[config.mk]
export PLATFORM = sky130hd
export DESIGN_NAME = align_w_seq
export DESIGN_NICKNAME = d
export VERILOG_FILES = /design/src/rtl/align_w_seq.sv
export SDC_FILE = /design/constraint.sdc
export NUM_CORES = 1
export LEC_CHECK = 0
export CAP_MARGIN = 0
export CORE_UTILIZATION = 45
export CTS_BUF_LIST = sky130_fd_sc_hd__clkbuf_8
export CTS_CLUSTER_DIAMETER = 80
export DETAILED_ROUTE_END_ITERATION = 10
export MAX_ROUTING_LAYER = met4
export PLACE_DENSITY_LB_ADDON = 0.05
export SYNTH_ARGS = -nofsm -noshare
export SYNTH_HDL_FRONTEND = slang
export SYNTH_SLANG_ARGS = --single-unit
[constraint.sdc]
create_clock -name clk -period 1.66 [get_ports clk]
set_clock_uncertainty 0.2 [all_clocks]
set_input_delay 0.249 -clock clk [delete_from_list [all_inputs] [get_ports clk]]
set_output_delay 0.249 -clock clk [all_outputs]
set_load 0.05 [all_outputs]
[src/rtl/align_w_seq.sv]
// -----------------------------------------------------------------------------
// align_w_seq
//   Sequential write-path width converter. A source write request of
//   (1<<S_P_DW_BYTES) bytes is re-issued on a destination port of
//   (1<<D_P_DW_BYTES) bytes:
//     * wide -> narrow : split into ascending per-beat transfers; beats whose
//                        byte-enable slice is empty are optionally skipped
//     * equal width    : passed through as a single beat
//     * narrow -> wide : data replicated across lanes, byte enables steered
//                        into the lane selected by the address
//
// Ports
//   clk, rst                 clock, synchronous active-high reset
//   i_valid / o_ready        source request handshake
//   i_addr, i_dat, i_be      source byte address, write data, byte enables
//   o_valid / i_ready        destination beat handshake
//   o_addr, o_dat, o_be      beat address (destination aligned), data, enables
//   o_last                   final beat of the current source request
// -----------------------------------------------------------------------------
module align_w_seq #(
    parameter int S_P_DW_BYTES = 3,
    parameter int D_P_DW_BYTES = 2,
    parameter int AW           = 32,
    parameter int SKIP_EMPTY   = 1
) (
    input  logic                           clk,
    input  logic                           rst,
    input  logic                           i_valid,
    output logic                           o_ready,
    input  logic [AW-1:0]                  i_addr,
    input  logic [(8<<S_P_DW_BYTES)-1:0]   i_dat,
    input  logic [(1<<S_P_DW_BYTES)-1:0]   i_be,
    output logic                           o_valid,
    input  logic                           i_ready,
    output logic [AW-1:0]                  o_addr,
    output logic [(8<<D_P_DW_BYTES)-1:0]   o_dat,
    output logic [(1<<D_P_DW_BYTES)-1:0]   o_be,
    output logic                           o_last
);

    localparam int S_P   = S_P_DW_BYTES;
    localparam int D_P   = D_P_DW_BYTES;
    localparam int SW    = 8 << S_P;
    localparam int SB    = 1 << S_P;
    localparam int DW    = 8 << D_P;
    localparam int DB    = 1 << D_P;
    localparam bit SPLIT = (S_P > D_P);
    localparam int NB    = SPLIT ? (1 << (S_P - D_P)) : 1;
    localparam int KW    = (NB > 1) ? $clog2(NB) : 1;

    localparam logic [AW-1:0] LOW_D_MASK = AW'((64'd1 << D_P) - 64'd1);

    localparam logic [0:0] IDLE = 1'b0;
    localparam logic [0:0] BUSY = 1'b1;

    // Lowest set bit of the beat mask: the first beat to issue.
    function automatic logic [KW-1:0] first_idx(input logic [NB-1:0] m);
        logic [KW-1:0] r;
        r = {KW{1'b0}};
        for (int k = NB - 1; k >= 0; k--) begin
            r = m[k] ? KW'(k) : r;
        end
        return r;
    endfunction

    // Lowest set bit of the beat mask strictly above cur.
    function automatic logic [KW-1:0] next_idx(input logic [NB-1:0] m, input logic [KW-1:0] cur);
        logic [KW-1:0] r;
        logic          found;
        logic          hit;
        r     = cur;
        found = 1'b0;
        for (int k = 0; k < NB; k++) begin
            hit   = !found && m[k] && (KW'(k) > cur);
            r     = hit ? KW'(k) : r;
            found = found | hit;
        end
        return r;
    endfunction

    // True when some beat above cur is still to be issued.
    function automatic logic has_above(input logic [NB-1:0] m, input logic [KW-1:0] cur);
        logic h;
        h = 1'b0;
        for (int k = 0; k < NB; k++) begin
            h = h | (m[k] & (KW'(k) > cur));
        end
        return h;
    endfunction

    logic [0:0]    state_r;
    logic [AW-1:0] addr_r;
    logic [SW-1:0] dat_r;
    logic [SB-1:0] be_r;
    logic [NB-1:0] mask_r;
    logic [KW-1:0] k_r;
    logic [AW-1:0] o_addr_r;
    logic [DW-1:0] o_dat_r;
    logic [DB-1:0] o_be_r;
    logic          o_last_r;

    logic          busy_s;
    logic          accept_s;
    logic          adv_s;
    logic          done_s;
    logic [NB-1:0] in_mask_s;

    logic [AW-1:0] sel_addr_s;
    logic [SW-1:0] sel_dat_s;
    logic [SB-1:0] sel_be_s;
    logic [NB-1:0] sel_mask_s;
    logic [KW-1:0] sel_k_s;

    logic [AW-1:0] beat_addr_s;
    logic [DW-1:0] beat_dat_s;
    logic [DB-1:0] beat_be_s;
    logic          beat_last_s;

    assign busy_s   = (state_r == BUSY);
    assign o_valid  = busy_s;
    // A new request may be taken while the final beat is being handed off.
    assign o_ready  = !busy_s || (o_last_r && i_ready);
    assign accept_s = i_valid && o_ready;
    assign adv_s    = busy_s && i_ready && !o_last_r;
    assign done_s   = busy_s && i_ready && o_last_r;

    assign o_addr = o_addr_r;
    assign o_dat  = o_dat_r;
    assign o_be   = o_be_r;
    assign o_last = o_last_r;

    generate
        if (SPLIT) begin : g_mask_split
            logic [NB-1:0] raw_mask_s;

            // One mask bit per destination beat; an all-empty request still
            // emits beat 0 so downstream beat counts stay matched.
            always_comb begin
                for (int k = 0; k < NB; k++) begin
                    raw_mask_s[k] = |i_be[k*DB +: DB];
                end
                if (SKIP_EMPTY == 0) begin
                    in_mask_s = {NB{1'b1}};
                end else if (raw_mask_s == {NB{1'b0}}) begin
                    in_mask_s = {{(NB-1){1'b0}}, 1'b1};
                end else begin
                    in_mask_s = raw_mask_s;
                end
            end
        end else begin : g_mask_single
            assign in_mask_s = 1'b1;
        end
    endgenerate

    // Pick the request and beat index that feed the next registered beat:
    // a freshly accepted request wins over advancing the current one.
    always_comb begin
        if (accept_s) begin
            sel_addr_s = i_addr;
            sel_dat_s  = i_dat;
            sel_be_s   = i_be;
            sel_mask_s = in_mask_s;
            sel_k_s    = first_idx(in_mask_s);
        end else begin
            sel_addr_s = addr_r;
            sel_dat_s  = dat_r;
            sel_be_s   = be_r;
            sel_mask_s = mask_r;
            sel_k_s    = next_idx(mask_r, k_r);
        end
    end

    generate
        if (SPLIT) begin : g_beat_split
            // Slice k of the wide request; address carries k above the
            // destination offset bits.
            always_comb begin
                beat_addr_s            = sel_addr_s;
                beat_addr_s[S_P-1:0]   = {S_P{1'b0}};
                beat_addr_s[D_P +: KW] = sel_k_s;
                beat_dat_s             = sel_dat_s[sel_k_s*DW +: DW];
                beat_be_s              = sel_be_s[sel_k_s*DB +: DB];
                beat_last_s            = !has_above(sel_mask_s, sel_k_s);
            end
        end else if (S_P == D_P) begin : g_beat_equal
            logic unused_s;

            assign unused_s    = ^{sel_mask_s, sel_k_s};
            assign beat_addr_s = sel_addr_s & ~LOW_D_MASK;
            assign beat_dat_s  = sel_dat_s;
            assign beat_be_s   = sel_be_s;
            assign beat_last_s = 1'b1;
        end else begin : g_beat_widen
            localparam int LW = D_P - S_P;
            localparam int R  = 1 << LW;
            logic [LW-1:0] lane_s;
            logic [DB-1:0] be_ext_s;
            logic          unused_s;

            assign unused_s = ^{sel_mask_s, sel_k_s};
            assign lane_s   = sel_addr_s[S_P +: LW];

            // Replicate data into every lane; enables only in the addressed lane.
            always_comb begin
                be_ext_s    = {{(DB-SB){1'b0}}, sel_be_s};
                beat_addr_s = sel_addr_s & ~LOW_D_MASK;
                beat_dat_s  = {R{sel_dat_s}};
                beat_be_s   = be_ext_s << (lane_s * SB);
                beat_last_s = 1'b1;
            end
        end
    endgenerate

    // FSM, latched request and registered beat outputs.
    always_ff @(posedge clk) begin
        if (rst) begin
            state_r  <= IDLE;
            addr_r   <= {AW{1'b0}};
            dat_r    <= {SW{1'b0}};
            be_r     <= {SB{1'b0}};
            mask_r   <= {NB{1'b0}};
            k_r      <= {KW{1'b0}};
            o_addr_r <= {AW{1'b0}};
            o_dat_r  <= {DW{1'b0}};
            o_be_r   <= {DB{1'b0}};
            o_last_r <= 1'b0;
        end else if (accept_s) begin
            state_r  <= BUSY;
            addr_r   <= i_addr;
            dat_r    <= i_dat;
            be_r     <= i_be;
            mask_r   <= in_mask_s;
            k_r      <= sel_k_s;
            o_addr_r <= beat_addr_s;
            o_dat_r  <= beat_dat_s;
            o_be_r   <= beat_be_s;
            o_last_r <= beat_last_s;
        end else if (adv_s) begin
            k_r      <= sel_k_s;
            o_addr_r <= beat_addr_s;
            o_dat_r  <= beat_dat_s;
            o_be_r   <= beat_be_s;
            o_last_r <= beat_last_s;
        end else if (done_s) begin
            state_r  <= IDLE;
            o_last_r <= 1'b0;
        end else begin
            state_r  <= state_r;
        end
    end

endmodule

After elaboration in Yosys (flattened, before gate mapping) --
Cells that the tools add are included.
Operators by class: $mul 0, reductions and logical operators 20, bitwise gates (word level) 3, div/mod/pow operators 0, muxes and demuxes 23, order comparisons 4, shifts and indexed selects 2, equal/unequal tests 1, add/sub/neg operators 0
Operators by type and width (number):
- $mux 32 | 5
- $mux 64 | 1
- $shiftx 64x7->32 | 1
- $mux 1 | 12
- $logic_and 1x1->1 | 8
- $mux 4 | 2
- $mux 8 | 1
- $reduce_or 4->1 | 2
- $shiftx 8x4->4 | 1
- $gt 1x1->1 const A | 4
- $logic_not 1->1 | 4
- $mux 2 | 2
- $reduce_bool 2->1 | 2
- $reduce_bool 3->1 | 1
- $and 1x1->1 | 2
- $logic_not 2->1 | 1
- $ne 2x2->1 const B | 1
- $reduce_and 2->1 | 1
- $logic_or 1x1->1 | 1
- $or 1x1->1 | 1
Storage, ports and cells: word-level logic and storage cells 64, bits in registers 175, bits in latches 0, bits in writable memories 0, memories kept 0, input bits 108, ROM bits 0, output and inout bits 71

Logic depth before layout (Yosys ltp) --
depth after elaboration 13, gate-level depth with buffers 7, gate-level depth less buffers 5

Worst setup path before layout --
No wires, ideal clock.
kind flip-flop to flip-flop, start point reg state_r (netlist: o_valid), end point reg o_be_r[0] (netlist: o_be[0]), setup time 0.086 ns, slack -0.576 ns, stages on the path, launching flop included 7, clock period less this slack 2.236 ns, arrival time 1.951 ns, required time 1.374 ns, buffers on the path 1, cell sequence dfxtp_1 a21boi_4 inv_4 a21oi_4 buf_6 o21ai_0 a211oi_1
Between the ends: word-level cells in the longest chain between the ends 7, elaborated cells between the ends (all ways) 11, classes of those cells shift: 1; mux: 4; reduce/logical: 6
RTL lines:
- from (decl) | RTL line 91 | logic [0:0] state_r;
- from (signal assigned) | RTL line 248 | state_r <= state_r;
- $logic_not 1->1 * | RTL line 122 | assign o_ready = !busy_s || (o_last_r && i_ready);
- $logic_or 1x1->1 * | RTL line 122
- named net o_ready | RTL line 29 | output logic o_ready,
- $logic_and 1x1->1 * | RTL line 123 | assign accept_s = i_valid && o_ready;
- $mux 8 or $mux 1 (tied branches)
- $shiftx 8x4->4 | RTL line 182 | beat_be_s = sel_be_s[sel_k_s*DB +: DB];
- $mux 4 | RTL line 238 | end else if (adv_s) begin
- $mux 4 | RTL line 227 | end else if (accept_s) begin
- to (signal assigned) | RTL line 225 | o_be_r <= {DB{1'b0}};
- to (signal assigned) | RTL line 236 | o_be_r <= beat_be_s;
- to (signal assigned) | RTL line 242 | o_be_r <= beat_be_s;
- to (decl) | RTL line 99 | logic [DB-1:0] o_be_r;
Mark *: on every way through the listed nets, which the timed path passes. The rest lies on a longest branch. The select of a mux whose other input is x is not followed. A chain may end at the register's enable or synchronous reset.

Final worst setup path --
start point reg state_r (netlist: o_valid), end point reg o_addr_r[15] (netlist: o_addr[15])
Between the ends: word-level cells in the longest chain between the ends 6, elaborated cells between the ends (all ways) 9, classes of those cells mux: 3; reduce/logical: 6
RTL lines:
- $logic_not 1->1 | RTL line 122
- $logic_or 1x1->1 | RTL line 122
- $logic_and 1x1->1 | RTL line 123
- $mux 32
- $mux 32 | RTL line 238
- $mux 32 | RTL line 227
- to (signal assigned) | RTL line 223 | o_addr_r <= {AW{1'b0}};
- to (signal assigned) | RTL line 234 | o_addr_r <= beat_addr_s;
- to (signal assigned) | RTL line 240 | o_addr_r <= beat_addr_s;
- to (decl) | RTL line 97 | logic [AW-1:0] o_addr_r;
Parallel ways exist; a longest one is shown, timed or not. The select of a mux whose other input is x is not followed.

==> flow_summary.json <==
{
  "hold_path_class": "primary input to flip-flop",
  "numCtsBuffers": 17,
  "grt_max_degree": 102,
  "ctsHoldBuffers": 0,
  "via_per_inst": 5.68,
  "violations": "negative setup slack",
  "clockBufferDepth": 2,
  "ys_seq_area_share_pct": 50.4,
  "cts_tree": "yes",
  "hpwl_mm": 12.6,
  "grt_pass1_wl_mm": 31.5,
  "whs_path_depth": 3,
  "use_met3_pct": 4.42,
  "cp-end-kind": "flip-flop",
  "detailedPlace.worstSlack_ns": -0.736,
  "grt_pass1_vias": 6497,
  "whs_endpoint": "addr_r[12]",
  "die_area_mm2": 0.0155,
  "final.min_clock_period_ns": 1.87,
  "cellPowerDensity_mw_per_mm2": 992,
  "clock.fmax_mhz": 535,
  "rsz0062_at_grt": "yes",
  "clk_latency_ns": 0.46,
  "final_cell_mix": "dfxtp_1, nand2_1, clkdlybuf4s50_1",
  "first_pass_iters": 5,
  "cts.reportedPaths.clkPinSlew_ns": 0.08,
  "synth_top_family_by_area": "compound AO/OA/AOI/OAI gates",
  "dpl.cell_count": 1090,
  "cap_violations": 0,
  "regToRegStartpoint": "o_valid",
  "holdWs_ns": 0.0972,
  "grt.total_usage_pct": 25.9,
  "root_buffer": "clkbuf_8",
  "synth_mux_area_share_pct": 9.05,
  "syn_avg_cell_area_um2": 8.96,
  "antenna_found_initial": 1,
  "crit_chain": "a21boi_4 -> inv_6 -> buf_4 -> nand2_8 -> buf_12 -> buf_16 -> mux2i_4 -> a211oi_2",
  "setup.worst_path.class": "flip-flop to flip-flop",
  "cpPeakStageDelay_ns": 0.36,
  "antenna_left": 0,
  "cts_sinks": 170,
  "area_growth_pct": 64.5,
  "crit_arrival_ns": 2.01,
  "vias": 6501,
  "rows": 44,
  "grt.overflow.total": 0,
  "nNetsFinal": 1057,
  "drc": 0,
  "synthSimpleGateAreaFrac_pct": 15.1,
  "layout_commonest_cell": "dfxtp_1",
  "met2_usage_pct": 42.4,
  "r2r_end": "o_addr[15]",
  "slew_violations": 0,
  "period_share_pct": 113,
  "routabilityCongestion": 0.769,
  "synth_fa_ha_area_share_pct": 0,
  "wl_per_cell_um": 18.5,
  "port_buffers": 173,
  "drive_above_1_share_pct": 25.5,
  "setup_ws_ns": -0.210,
  "core_mm2": 0.0146,
  "ir_worst_vdd_uv": 793,
  "fp.dieH_um": 124,
  "path_max_fanout": 7,
  "start_kind": "flip-flop",
  "status": "complete, but fails checks",
  "initial_utilization_pct": 46.3,
  "syn_inst": 753,
  "power_mw": 11.0,
  "use_met1_pct": 31.4,
  "pin_count": 179,
  "p_leak_nw": 4.43,
  "netlist-cell-type-count": 33,
  "netlist_area_mm2": 0.00675,
  "synth_compound_area_share_pct": 19.7,
  "busiest_layer": "met2",
  "required_ns": 1.80,
  "setup_viol": 164,
  "finalSetupTns_ns": -14.64,
  "dieWidth_um": 124,
  "ys_ff_latch": 170,
  "r2r_cells": 8,
  "instances_no_fill": 1145,
  "rrSetupSlack_ns": -0.21,
  "htreeDepth": 4,
  "yosysWarningCount": 0,
  "min-delay-start": "rst",
  "finalHoldViolations": 0,
  "cpMaxStageDelayCell": "dfxtp_4",
  "synth_xor_area_share_pct": 0.130,
  "routed_wl_mm": 21.2,
  "drt-initial-drc-count": 396
}
==> worst max-delay path: cells and delay by family (launching register included) <==
| family | cells | cell delay (ns) |
|---|---|---|
| buffers and inverters | 4 | 0.47 |
| DFF | 1 | 0.36 |
| AOI/OAI and AO/OA | 2 | 0.32 |
| muxes | 1 | 0.27 |
| and+or+nand+nor | 1 | 0.12 |
==> timing repair <==
item,CTS,global route
pin swaps,20,15
gates cloned,4,10
buffers inserted,4,6
setup endpoints to repair,41,165
gates resized for setup,34,75
==> synthesized netlist by cell type <==
master / number / area share, %
a21boi_4: 1 / 0.28
and2b_1: 1 / 0.11
clkbuf_1: 38 / 2.1
a21oi_1: 70 / 5.2
and3_1: 1 / 0.093
buf_6: 4 / 0.67
nor3_1: 2 / 0.15
o22a_1: 1 / 0.13
a21oi_4: 1 / 0.24
nor4b_2: 1 / 0.22
nor2b_1: 5 / 0.46
mux2i_1: 61 / 9.0
nand2b_1: 1 / 0.093
o21a_1: 1 / 0.11
buf_2: 16 / 1.2
o32ai_1: 36 / 4.7
inv_1: 6 / 0.33
nand2_1: 141 / 7.8
inv_4: 1 / 0.093
nand2_4: 1 / 0.17
buf_1: 2 / 0.11
nor2_1: 99 / 5.5
or3_1: 1 / 0.093
o21ai_0: 6 / 0.45
a211oi_1: 34 / 3.8
buf_4: 9 / 1.0
conb_1: 1 / 0.056
dfxtp_1: 170 / 50
nor4_1: 3 / 0.28
o22ai_2: 1 / 0.19
xnor2_1: 1 / 0.13
a221oi_1: 36 / 4.7
and2_1: 1 / 0.093
==> registers in the layout, indices dropped and copies added, names as in the netlist <==
signal	count
dat_r	64
o_dat	32
o_addr	30
addr_r	29
be_r	8
o_be	4
mask_r	1
o_last	1
o_valid	1
==> metal layers <==
layer  vias up  part of all wire [%]
met5         -                     0
met4         0                   2.7
met3        44                   5.6
met2       243                    50
met1      3155                    41
li1       3059                     -
==> metrics by stage <==
| step | cell area [µm²] | utilization, % |
|---|---|---|
| floorplan | 6800 | - |
| global placement | 9710 | 66.5 |
| detailed placement | 9710 | 66.5 |
| CTS | 10400 | 71.3 |
| global route | 11100 | 76.1 |
| finish | 11100 | 76.1 |
==> how the worst max path moves through the flow <==
stage                 start  depth (start not counted)  slack [ns]          to
finish              o_valid                          8       -0.21  o_addr[15]
CTS                 o_valid                          4       -0.15     o_ready
floorplan           o_valid                          6       -0.23   o_dat[25]
global route        o_valid                          7       -0.27   o_dat[20]
detailed placement  i_be[4]                          7       -0.74   o_dat[14]
global placement    i_be[4]                          7       -0.77   o_dat[11]
==> where the power goes <==
part	internal, mW	switching, mW	total, mW
Sequential	4.41	0.285	4.69
Clock	1.53	1.43	2.96
Combinational	1.68	1.68	3.36
==> logic make-up after synthesis <==
| group | count (synthesis) |
|---|---|
| and+or+nand+nor | 257 |
| other | 1 |
| buffers and inverters | 76 |
| AOI/OAI and AO/OA | 187 |
| muxes | 61 |
| xor gates and xnor gates | 1 |
| DFF | 170 |
==> area by class of cell <==
type,count,area (µm²)
diodes,1,2.50
clock buffers,19,262
clock inverters,11,130
fillers,963,3490
inverters,7,31.3
multi-input cells,508,3500
flip-flops and latches,170,3410
well taps,184,230
repair buffers,245,3530
(Power assumes the default switching activity.)
